## config.mk

```make
export PLATFORM = sky130hd
export DESIGN_NAME = sipo_frame_rx
export DESIGN_NICKNAME = d
export VERILOG_FILES = /design/src/rtl/sipo_pkg.sv /design/src/rtl/shift_reg_serial_in_par_out.sv /design/src/rtl/sipo_frame_rx.sv
export SDC_FILE = /design/constraint.sdc
export NUM_CORES = 1
export LEC_CHECK = 0
export BUFFER_PORTS_ARGS = -buffer_cell sky130_fd_sc_hd__buf_2
export CAP_MARGIN = 20
export CORE_MARGIN = 3
export CORE_UTILIZATION = 48
export DETAILED_ROUTE_END_ITERATION = 7
export GPL_ROUTABILITY_DRIVEN = 0
export PLACE_DENSITY_LB_ADDON = 0.12
export SYNTH_ARGS = -nofsm -noshare
export SYNTH_HDL_FRONTEND = slang
export SYNTH_SLANG_ARGS = --single-unit
```

## constraint.sdc

```tcl
create_clock -name clk -period 1.21 [get_ports clk]
set_input_delay 0.242 -clock clk [delete_from_list [all_inputs] [get_ports clk]]
set_output_delay 0.242 -clock clk [all_outputs]
set_load 0.01 [all_outputs]
```

## src/rtl/sipo_pkg.sv

```systemverilog
// sipo_pkg: shared receiver state encoding for the serial frame receiver
package sipo_pkg;
  typedef enum logic [1:0] {IDLE, DATA, STOP} rx_state_t;
endpackage

```

## src/rtl/shift_reg_serial_in_par_out.sv

```systemverilog
// shift_reg_serial_in_par_out: M-bit right shifter, bit_in enters MSB when shift=1; ports clk, reset, bit_in, shift, bus_out
module shift_reg_serial_in_par_out #(
  parameter int M = 5
) (
  input  logic         clk,
  input  logic         reset,
  input  logic         bit_in,
  input  logic         shift,
  output logic [M-1:0] bus_out
);
  always_ff @(posedge clk) begin
    if (reset) bus_out <= '0;
    else if (shift) bus_out <= {bit_in, bus_out[M-1:1]};
  end
endmodule

```

## src/rtl/sipo_frame_rx.sv

```systemverilog
// sipo_frame_rx: start/M data/stop frame receiver with valid/ready output, frame_err pulse, sticky overrun; ports clk, reset, bit_in, sample, ready, clr_err, bus_out, valid, frame_err, overrun
module sipo_frame_rx
  import sipo_pkg::*;
#(
  parameter int M = 5
) (
  input  logic         clk,
  input  logic         reset,
  input  logic         bit_in,
  input  logic         sample,
  input  logic         ready,
  input  logic         clr_err,
  output logic [M-1:0] bus_out,
  output logic         valid,
  output logic         frame_err,
  output logic         overrun
);
  localparam int CW = $clog2(M);
  localparam logic [CW-1:0] LAST = CW'(M - 1);
  rx_state_t     state;
  logic [CW-1:0] cnt;
  logic [M-1:0]  sr;
  shift_reg_serial_in_par_out #(.M(M)) u_sr (
    .clk    (clk),
    .reset  (reset),
    .bit_in (bit_in),
    .shift  (sample && state == DATA),
    .bus_out(sr)
  );
  always_ff @(posedge clk) begin
    if (reset) begin
      state     <= IDLE;
      cnt       <= '0;
      bus_out   <= '0;
      valid     <= 1'b0;
      frame_err <= 1'b0;
      overrun   <= 1'b0;
    end else begin
      frame_err <= 1'b0;
      if (clr_err) overrun <= 1'b0;
      if (valid && ready) valid <= 1'b0;
      if (sample) begin
        case (state)
          IDLE: if (!bit_in) begin
            state <= DATA;
            cnt   <= '0;
          end
          DATA: if (cnt == LAST) state <= STOP;
                else cnt <= cnt + CW'(1);
          STOP: begin
            state <= IDLE;
            if (!bit_in) frame_err <= 1'b1;
            else if (!valid || ready) begin
              bus_out <= sr;
              valid   <= 1'b1;
            end else overrun <= 1'b1;
          end
          default: state <= IDLE;
        endcase
      end
    end
  end
endmodule

```

Yosys cells after proc, flatten, opt, wreduce, memory -nomap -nowiden
Cells that the tools add are included.
- register bits: 18
- logic and storage cells: 43
- output and inout port bits: 8
- input port bits: 6
- bitwise operators: 2
- reductions and logical operators: 10
- equality and inequality tests: 6
- add/sub/neg operators: 1
- mux-type cells: 17
- operator list (cell ; number):
    $mux 1 ; 11
    $reduce_and 4->1 ; 2
    $mux 3 ; 2
    $pmux 3 s2 ; 1
    $mux 2 ; 2
    $ne 2x2->1 const B ; 2
    $pmux 2 s2 ; 1
    $add 3x1->3 const B ; 1
    $eq 3x3->1 const B ; 1
    $reduce_and 3->1 ; 1
    $reduce_or 3->1 ; 1
    $eq 2x1->1 const B ; 1
    $eq 2x2->1 const B ; 1
    $logic_and 1x1->1 ; 2
    $logic_not 2->1 ; 1
    $ne 2x1->1 const B ; 1
    $not 1->1 ; 2
    $reduce_bool 2->1 ; 1
    $logic_not 1->1 ; 1
    $logic_or 1x1->1 ; 1

Depth between registers and ports, before layout
- word-level depth: 6
- depth in mapped cells: 5
- mapped depth without buffers: 5

Cells and area by module
A second synthesis with hierarchy kept.
- cells, all modules: 87
- area total of the unflattened synthesis: 784.5 µm²
- by module, submodules not included (module ; cells an instance ; instances ; sequential area each (µm²) ; area each (µm²)):
    sipo_frame_rx ; 71 ; 1 ; 260.2 ; 604.3
    shift_reg_serial_in_par_out ; 16 ; 1 ; 100.1 ; 180.2

Least setup slack after synthesis
No wires, ideal clock.
- kind: reg-to-reg
- from: reg cnt[0]
- to: reg cnt[2]
- buffers on the path: 0
- arrival: 1.175 ns
- library setup time: 0.131 ns
- data required time: 1.079 ns
- path slack: -0.096 ns
- clock period less this slack: 1.306 ns
- stages on the path, launching flop included: 6
- cell sequence: dfxtp_1 inv_1 ha_1 nand3b_1 a2111oi_0 nor3_1
- word-level cells in the longest chain between the ends: 3
- elaborated cells on any way between the ends: 6
- classes of those cells: add/sub: 1; eq/ne: 2; mux: 2; reduce/logical: 1
- ends and longest elaborated chain (item ; line ; text):
    start: declaration ; sipo_frame_rx.sv:21 ; logic [CW-1:0] cnt;
    start signal: assignment ; sipo_frame_rx.sv:49 ; else cnt <= cnt + CW'(1);
    $add 3x1->3 / $eq 3x3->1 (equally long branches) ; sipo_frame_rx.sv:49, sipo_frame_rx.sv:48 ;
    $mux 3 / $ne 2x2->1 (equally long branches) ; -- ;
    $pmux 3 s2 / $reduce_and 4->1 (equally long branches) ; -- ;
Several ways; a longest one is shown, not always the timed one. The select of a mux whose other input is x is not followed.
A chain may end at the register's enable or synchronous reset.

Worst setup path after layout
Ends and elaborated chain as after synthesis.

==> results.ini <==
[clocking]
clk_path_buf_depth = 2
h-tree-depth = 1
cts_inserted_buffers = 3
cts_tree = built
clk_pin_slew_ns = 0.10
root_buffer = clkbuf_4
clkLatencyLatePin_ns = 0.29
postCtsHoldBufs = 0
post-cts-setup-buffer-count = 0
cts_num_sinks = 18

[sta]
setup_violations = 1
fin_ws_ns = -0.0227
hold_viol = 0
relSlewSlack_pct = 75.6
hold_ws_ns = 0.212
clock_skew_ns = 0.000915
slew_violations = 0
tightest_slew_ns = 0.365
layout_min_cycle_time_ns = 1.23
timing.fmax_mhz = 811
rsz0062_at_grt = yes
finalCritPeriodShare_pct = 102

[logic_synthesis]
yosys.area.top_type = dfxtp_1
synthCells = 85
synth_nets = 93
yosys-top-cells-area = dfxtp_1, mux2i_1, nand2b_1
ys.warnings.count = 0
synth_area_um2 = 853
yosysTopAreaCellShare_pct = 42.2
synth_seq_area_share_pct = 42.2
synth_seq_cells = 18
syn_avg_cell_area_um2 = 10.0
yosys.cell_types.count = 27

[worst_setup_path]
worstSetupStartpointType = flip-flop
path_class = reg2reg
cp-end-kind = flip-flop
cp-endpoint = cnt[2]$_SDFFE_PP0P_
r2r_start = cnt[0]$_SDFFE_PP0P_
worstSetupStartpoint = cnt[0]$_SDFFE_PP0P_
rr_worst_depth = 5
cp.required_ns = 1.38
rrSetupSlack_ns = -0.02
rr_endpoint = cnt[2]$_SDFFE_PP0P_
worstPathArrival_ns = 1.40
crit_fanout = 2

[finish]
diodes = 0
drive_above_1_share_pct = 31.3
final_net_count = 109
final_common_cell = dfxtp_1
final_cell_mix = dfxtp_1, nand2b_1, buf_2
syn_to_final_growth_pct = 16.9
final_area_um2 = 997
postLayoutCoreUtil_pct = 62.6
fill_cells = 135

[outcome]
violations = negative setup slack
status = complete, but fails checks

[die]
design.core.area_mm2 = 0.00159
initial_utilization_pct = 53.5
die_area_mm2 = 0.00232
rows = 14
dieWidth_um = 48.2
ios = 14
die_h_um = 48.2

[global_routing]
grt_first_pass_wirelength_mm = 2.37
overflow = 0
grt_util_all_layers_pct = 15.0
grt_pass1_vias = 536
grt_max_degree = 26
antenna_found_initial = 0

[detailed_routing]
wl_mm = 1.45
drc = 0
vias_per_cell = 5.00
ant_nets = 0
vias = 615
dr.first_iter.drc_count = 9
firstDrtPassIters = 4
wl_per_cell_um = 11.8

[placement]
io_buffers = 13
place_area_um2 = 945
dp_hpwl_mm = 1.00

[power]
ir_worst_vdd_mv = 0.524
p_leak_uw = 0.000420
power.total_uw = 975
p_per_area_mw_per_mm2 = 978

[hold_path]
hold_path.class = in2reg

[job]
cap_viol_max_count = 0

## cell type report
class | count | area (µm²) | area share [%]
repair buffers | 15 | 80.1 | 8.03
multi-input cells | 60 | 488 | 48.9
flip-flops and latches | 18 | 365 | 36.6
well taps | 24 | 30.0 | 3.01
inverters | 3 | 11.3 | 1.13
clock buffers | 3 | 22.5 | 2.26
## report_power, final
group / switching [µW] / leakage (µW) / internal (µW)
sequential: 7.43 / 0.000147 / 597
clock: 175 / 0.0000138 / 116
combinational: 42.5 / 0.000259 / 37.5
total: 225 / 0.000420 / 750
## cells by family (layout without fill, tap and decap cells)
family                     Yosys count  in the layout  share of synthesized area (%)
and+or+nand+nor                     38             38                           30.4
AOI/OAI and AO/OA                   10             10                           8.21
muxes                               10             10                           11.7
buffers and inverters                7             21                           4.54
adders and majority gates            2              2                           2.93
DFF                                 18             18                           42.2
## state kept, by name, summed over array words and instances (netlist names)
name,count
overrun,1
u_sr.bus_out,5
bus_out,5
valid,1
state,2
cnt,3
frame_err,1
## through the flow
stage | setup slack, ns | setup TNS, ns | std cells
after CTS | 0.00710 | 0 | 123
after global placement | 0.0144 | 0 | 120
after global routing | -0.0821 | -0.0888 | 123
final | -0.0227 | -0.0227 | 123
after detailed placement | -0.0321 | -0.0321 | 120
after floorplan | 0.0187 | 0 | 85
## critical path: stages, from the launching register on
cell,delay [ns]
dfxtp_2,0.34
buf_4,0.11
ha_2,0.17
nand3b_1,0.12
a2111oi_4,0.30
nor3_1,0.07
## synth_stat cells
library cell / n
dfxtp_1: 18
nand2b_1: 13
mux2i_1: 10
nor2_1: 8
inv_1: 3
nand2_1: 3
a21oi_1: 2
a311o_1: 2
a31oi_1: 2
and2b_1: 2
ha_1: 2
nand3_1: 2
nand3b_1: 2
nor2b_1: 2
o21ai_0: 2
a2111oi_0: 1
a41oi_1: 1
buf_2: 1
buf_4: 1
buf_6: 1
clkbuf_1: 1
nand3b_4: 1
nand4b_4: 1
nor2_8: 1
nor2b_2: 1
nor3_1: 1
nor4_1: 1
## worst min-delay path by stage
stage / startpoint / endpoint / cells past startpoint / slack (ns)
after floorplan: bit_in / frame_err$_SDFF_PP0_ / 1 / 0.32
after global placement: overrun$_SDFF_PP0_ / overrun$_SDFF_PP0_ / 2 / 0.46
after detailed placement: bus_out[4]$_SDFFE_PP0P_ / bus_out[4]$_SDFFE_PP0P_ / 2 / 0.46
after CTS: clr_err / overrun$_SDFF_PP0_ / 3 / 0.20
after global routing: clr_err / overrun$_SDFF_PP0_ / 3 / 0.21
final: clr_err / overrun$_SDFF_PP0_ / 3 / 0.21
## layer usage
metal | GRT usage (%) | wire length [µm] | share of wire (%)
met5 | 0 | 0 | 0
met4 | 9.68 | 21 | 1.5
met2 | 22.7 | 676 | 47
met1 | 19.1 | 688 | 48
met3 | 3.32 | 60 | 4.1
## repair_timing
item / 4_1_cts / 5_1_grt
resized for setup: 6 / 3
endpoints found under the hold margin: 0 / 0
pin swaps: 0 / 0
endpoints found under the setup margin: 3 / 12
(Power assumes the default switching activity.)
